**src/rtl/alu_instr_sequencer.sv**
```systemverilog
// Hardwired T-state control FSM for data_path: fetch (T0-T2) then one register-register ALU op (T3-T6).
// Latency: T0 one cycle after start is sampled; done in T5 (T6 for MUL/DIV); T1 stretches while mem_ready=0.
// Backpressure: mem_ready holds T1; with CTRL_SINGLE_STEP_EN defined every non-IDLE state also waits for step.
module alu_instr_sequencer #(
    parameter logic [4:0] OP_MUL = 5'b01110,
    parameter logic [4:0] OP_DIV = 5'b01111,
    parameter logic [4:0] OP_NEG = 5'b10000,
    parameter logic [4:0] OP_NOT = 5'b10001,
    parameter logic [4:0] OP_MAX = 5'b10001
) (
    input  logic        Clock,
    input  logic        clear,
    input  logic        start,
    input  logic [31:0] ir,
    input  logic        mem_ready,
`ifdef CTRL_SINGLE_STEP_EN
    input  logic        step,
`endif
    output logic        busy,
    output logic        done,
    output logic        illegal,
    output logic [4:0]  op,
    output logic [15:0] Rout,
    output logic [15:0] Rin,
    output logic        PCout,
    output logic        PCin,
    output logic        InPC,
    output logic        MARin,
    output logic        Read,
    output logic        MDRin,
    output logic        MDRout,
    output logic        IRin,
    output logic        Yin,
    output logic        ZHighin,
    output logic        Zlowin,
    output logic        Zhighout,
    output logic        Zlowout,
    output logic        HIin,
    output logic        LOin
);

    typedef enum logic [3:0] {
        S_IDLE, S_T0, S_T1, S_T2, S_T3, S_T4, S_T5, S_T6, S_ERR
    } state_t;

    state_t state, state_nxt;

    logic [4:0] opc;
    logic [3:0] ra, rb, rc;
    logic       is_unary, is_hilo, is_bad;
    logic       adv;
    logic       inpc_en;
    logic       ir_unused;

    assign opc       = ir[31:27];
    assign ra        = ir[26:23];
    assign rb        = ir[22:19];
    assign rc        = ir[18:15];
    assign ir_unused = ^ir[14:0];

    assign is_unary = (opc == OP_NEG) || (opc == OP_NOT);
    assign is_hilo  = (opc == OP_MUL) || (opc == OP_DIV);
    assign is_bad   = (opc > OP_MAX);

`ifdef CTRL_SINGLE_STEP_EN
    // Held T0 keeps reloading MAR/Z harmlessly, but the PC must only increment once.
    logic inpc_seen;

    always_ff @(posedge Clock) begin
        if (!clear) inpc_seen <= 1'b0;
        else        inpc_seen <= (state == S_T0);
    end

    assign adv     = step;
    assign inpc_en = ~inpc_seen;
`else
    assign adv     = 1'b1;
    assign inpc_en = 1'b1;
`endif

    always_ff @(posedge Clock) begin
        if (!clear) state <= S_IDLE;
        else        state <= state_nxt;
    end

    always_comb begin
        state_nxt = state;
        case (state)
            S_IDLE: if (start)            state_nxt = S_T0;
            S_T0:   if (adv)              state_nxt = S_T1;
            S_T1:   if (adv && mem_ready) state_nxt = S_T2;
            S_T2:   if (adv)              state_nxt = S_T3;
            S_T3:   if (adv)              state_nxt = is_bad ? S_ERR : S_T4;
            S_T4:   if (adv)              state_nxt = S_T5;
            S_T5:   if (adv)              state_nxt = is_hilo ? S_T6 : S_IDLE;
            S_T6:   if (adv)              state_nxt = S_IDLE;
            S_ERR:  if (adv)              state_nxt = S_IDLE;
            default:                      state_nxt = S_IDLE;
        endcase
    end

    always_comb begin
        busy     = (state != S_IDLE);
        done     = 1'b0;
        illegal  = 1'b0;
        op       = 5'b0;
        Rout     = 16'h0000;
        Rin      = 16'h0000;
        PCout    = 1'b0;
        PCin     = 1'b0;
        InPC     = 1'b0;
        MARin    = 1'b0;
        Read     = 1'b0;
        MDRin    = 1'b0;
        MDRout   = 1'b0;
        IRin     = 1'b0;
        Yin      = 1'b0;
        ZHighin  = 1'b0;
        Zlowin   = 1'b0;
        Zhighout = 1'b0;
        Zlowout  = 1'b0;
        HIin     = 1'b0;
        LOin     = 1'b0;
        case (state)
            S_T0: begin
                PCout   = 1'b1;
                MARin   = 1'b1;
                InPC    = inpc_en;
                ZHighin = 1'b1;
                Zlowin  = 1'b1;
            end
            S_T1: begin
                Zlowout = 1'b1;
                PCin    = 1'b1;
                Read    = 1'b1;
                MDRin   = 1'b1;
            end
            S_T2: begin
                MDRout = 1'b1;
                IRin   = 1'b1;
            end
            // Unary ops feed the ALU straight from the bus in T4, so Y is left alone.
            S_T3: begin
                if (!is_bad && !is_unary) begin
                    Rout = 16'h0001 << rb;
                    Yin  = 1'b1;
                end
            end
            S_T4: begin
                op      = opc;
                ZHighin = 1'b1;
                Zlowin  = 1'b1;
                Rout    = 16'h0001 << (is_unary ? rb : rc);
            end
            S_T5: begin
                Zlowout = 1'b1;
                if (is_hilo) begin
                    LOin = 1'b1;
                end else begin
                    Rin  = 16'h0001 << ra;
                    done = 1'b1;
                end
            end
            S_T6: begin
                Zhighout = 1'b1;
                HIin     = 1'b1;
                done     = 1'b1;
            end
            S_ERR: illegal = 1'b1;
            default: ;
        endcase
    end

endmodule
```
**config.mk**
```make
export PLATFORM = sky130hd
export DESIGN_NAME = alu_instr_sequencer
export DESIGN_NICKNAME = d
export VERILOG_FILES = /design/src/rtl/alu_instr_sequencer.sv
export SDC_FILE = /design/constraint.sdc
export NUM_CORES = 1
export LEC_CHECK = 0
export ABC_AREA = 1
export BUFFER_PORTS_ARGS = -buffer_cell sky130_fd_sc_hd__buf_4
export CORE_MARGIN = 10
export CORE_UTILIZATION = 42
export CTS_BUF_LIST = sky130_fd_sc_hd__clkbuf_8
export DETAILED_ROUTE_END_ITERATION = 8
export GPL_ROUTABILITY_DRIVEN = 0
export PLACE_DENSITY = 0.88
export SLEW_MARGIN = 5
export SYNTH_ARGS = -nofsm -noshare
export SYNTH_HDL_FRONTEND = slang
export SYNTH_SLANG_ARGS = --single-unit
```
**constraint.sdc**
```tcl
create_clock -name Clock -period 2.5 [get_ports Clock]
set_input_delay 0.5 -clock Clock [delete_from_list [all_inputs] [get_ports Clock]]
set_output_delay 0.5 -clock Clock [all_outputs]
set_load 0.01 [all_outputs]
```
==> metrics.md <==
| Metric | Value |
|---|---|
| N_diodes | 0 |
| Grt ovf | 0 |
| CTS max path bufs | 2 |
| Most frequent CP cell | buf_4 |
| H-tree levels | 1 |
| Vias in the first global route | 1,373 |
| Ports | 91 |
| Setup-failing EPs final | 0 |
| Sequential area share after synthesis | 0.07795 |
| Synth Register Bits | 4 |
| Core ar. | 2276 µm² |
| Vias/cell | between 4 and 5 |
| Multiplexer share of the synthesized area | 0 |
| Area grow syn2layout | 55.54% |
| Dpl cells | 287 |
| Adder-Cell Fraction of Synth Area | 0 |
| Reg2Reg Capture Point | state[0] |
| Top cells by area, synth | nand3_1, nand2_1, nor2_1 |
| Detailed-route via count | 1,438 |
| Final nets | 300 |
| Final Slew Violations | 0 |
| Clock root buffer | clkbuf_8 |
| Rel. slew slack | 0.7395 |
| Post-Synth XOR/XNOR Area | 0 |
| WL/cell | 12.45 µm |
| Setup TNS | 0 ps |
| Syn Nets | ~230 |
| Largest family of logic cells by synthesized area | simple AND/OR/NAND/NOR gates |
| Global-route wire length before repair | 6134 µm |
| Clock share of power | 0.286 |
| Unrepaired setup endpoints after global routing | false |
| Starting density of the core | 0.4513 |
| Worst-path clk slew | around 30 ps |
| Min Tclk post-route | 2162 ps |
| Buffers added on ports | 75 |
| Detailed placement HPWL | approximately 3000 µm |
| Crit path to | Rout[1] |
| Leak Pwr | 0.9523 nW |
| Initial DRC Count | 85 |
| WP buf/inv | 3 |
| Synthesized area | a little over 1000 µm² |
| Netlist cell types | 22 |
| Critical path depth | 8 |
| Synth warnings | 0 |
| Site Rows | 17 |
| # Max-Cap Violations | 0 |
| Fin crit share | 0.8647 |
| Worst setup path category | in -> out |
| Peak Freq | around 460 MHz |
| Sequential fraction of design power | 0.175 |
| Delay-heaviest family, CP | simple AND/OR/NAND/NOR gates |
| Final ANT Viol Nets | 0 |
| Kind of end point of the critical path | output pin |
| Clk_lat worst skew | 220 ps |
| Sink Count | 4 |
| GRT Resource Usage Total | 0.1431 |
| Top reg by flops | state |
| Final count of hold timing violations | 0 |
| Worst setup path start | ir[28] |
| Final Instance Count excl. Fillers | 290 |
| Most frequent cells in the layout | buf_4, nand3_1, nand2_1, nor2_1, inv_1 |
| Final wirelength | 3610 µm |
| Router iterations before antenna repair | 4 |
| Layout cells sized above 1 | 0.4275 |
| CP Data Arrival Time | about 1700 ps |
| Reg2reg setup slack | 1190 ps |
| Comb pwr share | 0.539 |
| Leading area contributor after synthesis | nand3_1 |
| Top cell type's share of synthesized area | 0.2485 |
| Final core utilization | 0.7020 |
| CP Launch Type | input port |
| Largest net degree at the start of global routing | 11 |
| Max reg flops | 4 |
| Peak VDD IR | 0.3399 mV |
| CTS Buf Count | 3 |
| Max Fanout on Critical Path | 9 |
| Area of the die | 4824 µm² |
| RR Startpoint | state[2] |
| Clock Skew | 2.214 ps |
| Commonest non-fill, non-tap cell in the layout | buf_4 |
| Critical Path RT | 2000 ps |
| Post-CTS Hold Fix Bufs | 0 |
| Internal power | ~280 µW |
| Die Y | 69.46 µm |
| Switching power | 195.2 µW |
| CP cell instances | buf_4 > nor2_4 > nand2_4 > o21ai_4 > inv_2 > nand3_1 > nand2_1 > buf_4 |
| CP peak stage delay | 260 ps |
| Initial antenna violation count | 0 |
| Crit-path slowest cell | o21ai_4 |
| Worst Hold Class | in -> reg |
| PwrDens | 299.0 nW/µm² |
| Post-CTS resize count | 0 |
| Largest regs | state (4) |
| Drt drc | 0 |
| Sw Ratio | 0.4086 |
| Cells after Synth | 193 |
| Status | finished clean |
| Reg2reg path depth | 8 |
| Worst Tran Pin Value | between 300 and 400 ps |
| Post-CTS setup buffer count | 0 |
| Synthesized area per cell | about 5.3 µm² |
| Die width | 69.46 µm |
| Post-synthesis compound-gate area fraction | 0.03167 |
| Simple-Gate Fraction of Synth Area | 0.7174 |
| CTS tree | done |
synth_stat cells:
master,number
a31oi_1,1
buf_2,1
buf_4,7
buf_6,1
dfxtp_1,4
inv_1,22
inv_2,7
nand2_1,40
nand2_2,3
nand2_4,2
nand3_1,51
nand3_2,1
nand4_1,1
nor2_1,26
nor2_2,15
nor2_4,4
nor2_8,1
nor3_1,1
nor4_1,1
o21ai_0,2
o21ai_4,1
or2_1,1
power groups by stage:
stage	Clock [mW]	Sequential, mW	Combinational [mW]
after global routing	0.145	0.0852	0.284
after CTS	0.140	0.0836	0.259
final	0.137	0.0837	0.257
after detailed placement	0	0.0845	0.258
after floorplan	0	0.0827	0.165
after global placement	0	0.0840	0.253
cell type report:
cell class | count | area (µm²)
repair buffers | 75 | 563.0
flip-flops and latches | 4 | 80.08
inverters | 29 | 108.9
fillers | 206 | 678.2
clock buffers | 3 | 41.29
well taps | 28 | 35.03
multi-input cells | 151 | 769.5
routing by layer:
metal,wire (µm),part of all wire,global-route usage,vias to the layer above
li1,-,-,-,747
met1,1537,0.43,0.1647,631
met2,1744,0.48,0.2520,56
met3,288,0.080,0.03138,4
met4,39,0.011,0.04656,0
met5,0,0,0,-
tightest hold or removal path, delay by kind of cell:
kind | cells | cell delay [ps]
buf+inv | 2 | 140
simple gates | 1 | 90
metrics by stage:
step	power [mW]	cell area (µm²)	hold WS, ps	setup WS (ps)
final	0.4778	1598	553.0	338.3
after global routing	0.5146	1598	582.4	198.9
after CTS	0.4826	1598	552.2	349.9
after detailed placement	0.3422	1556	563.3	341.0
after global placement	0.3373	1556	552.6	373.3
after floorplan	0.2479	1027	532.6	736.6
kinds of logic (layout without fill, tap and decap cells):
group	after synthesis	in the layout
compound gates	4	4
buf+inv	38	107
flops	4	4
simple gates	147	147
how the worst min path moves through the flow:
| stage | start | depth (start not counted) | endpoint |
|---|---|---|---|
| 2_1_floorplan | state[2] | 2 | state[3] |
| 3_3_place_gp | state[2] | 2 | state[3] |
| 3_5_place_dp | state[2] | 2 | state[3] |
| 4_1_cts | clear | 3 | state[0] |
| 5_1_grt | clear | 3 | state[0] |
| 6_report | clear | 3 | state[0] |
No activity file was read; power rests on OpenSTA's default activity.
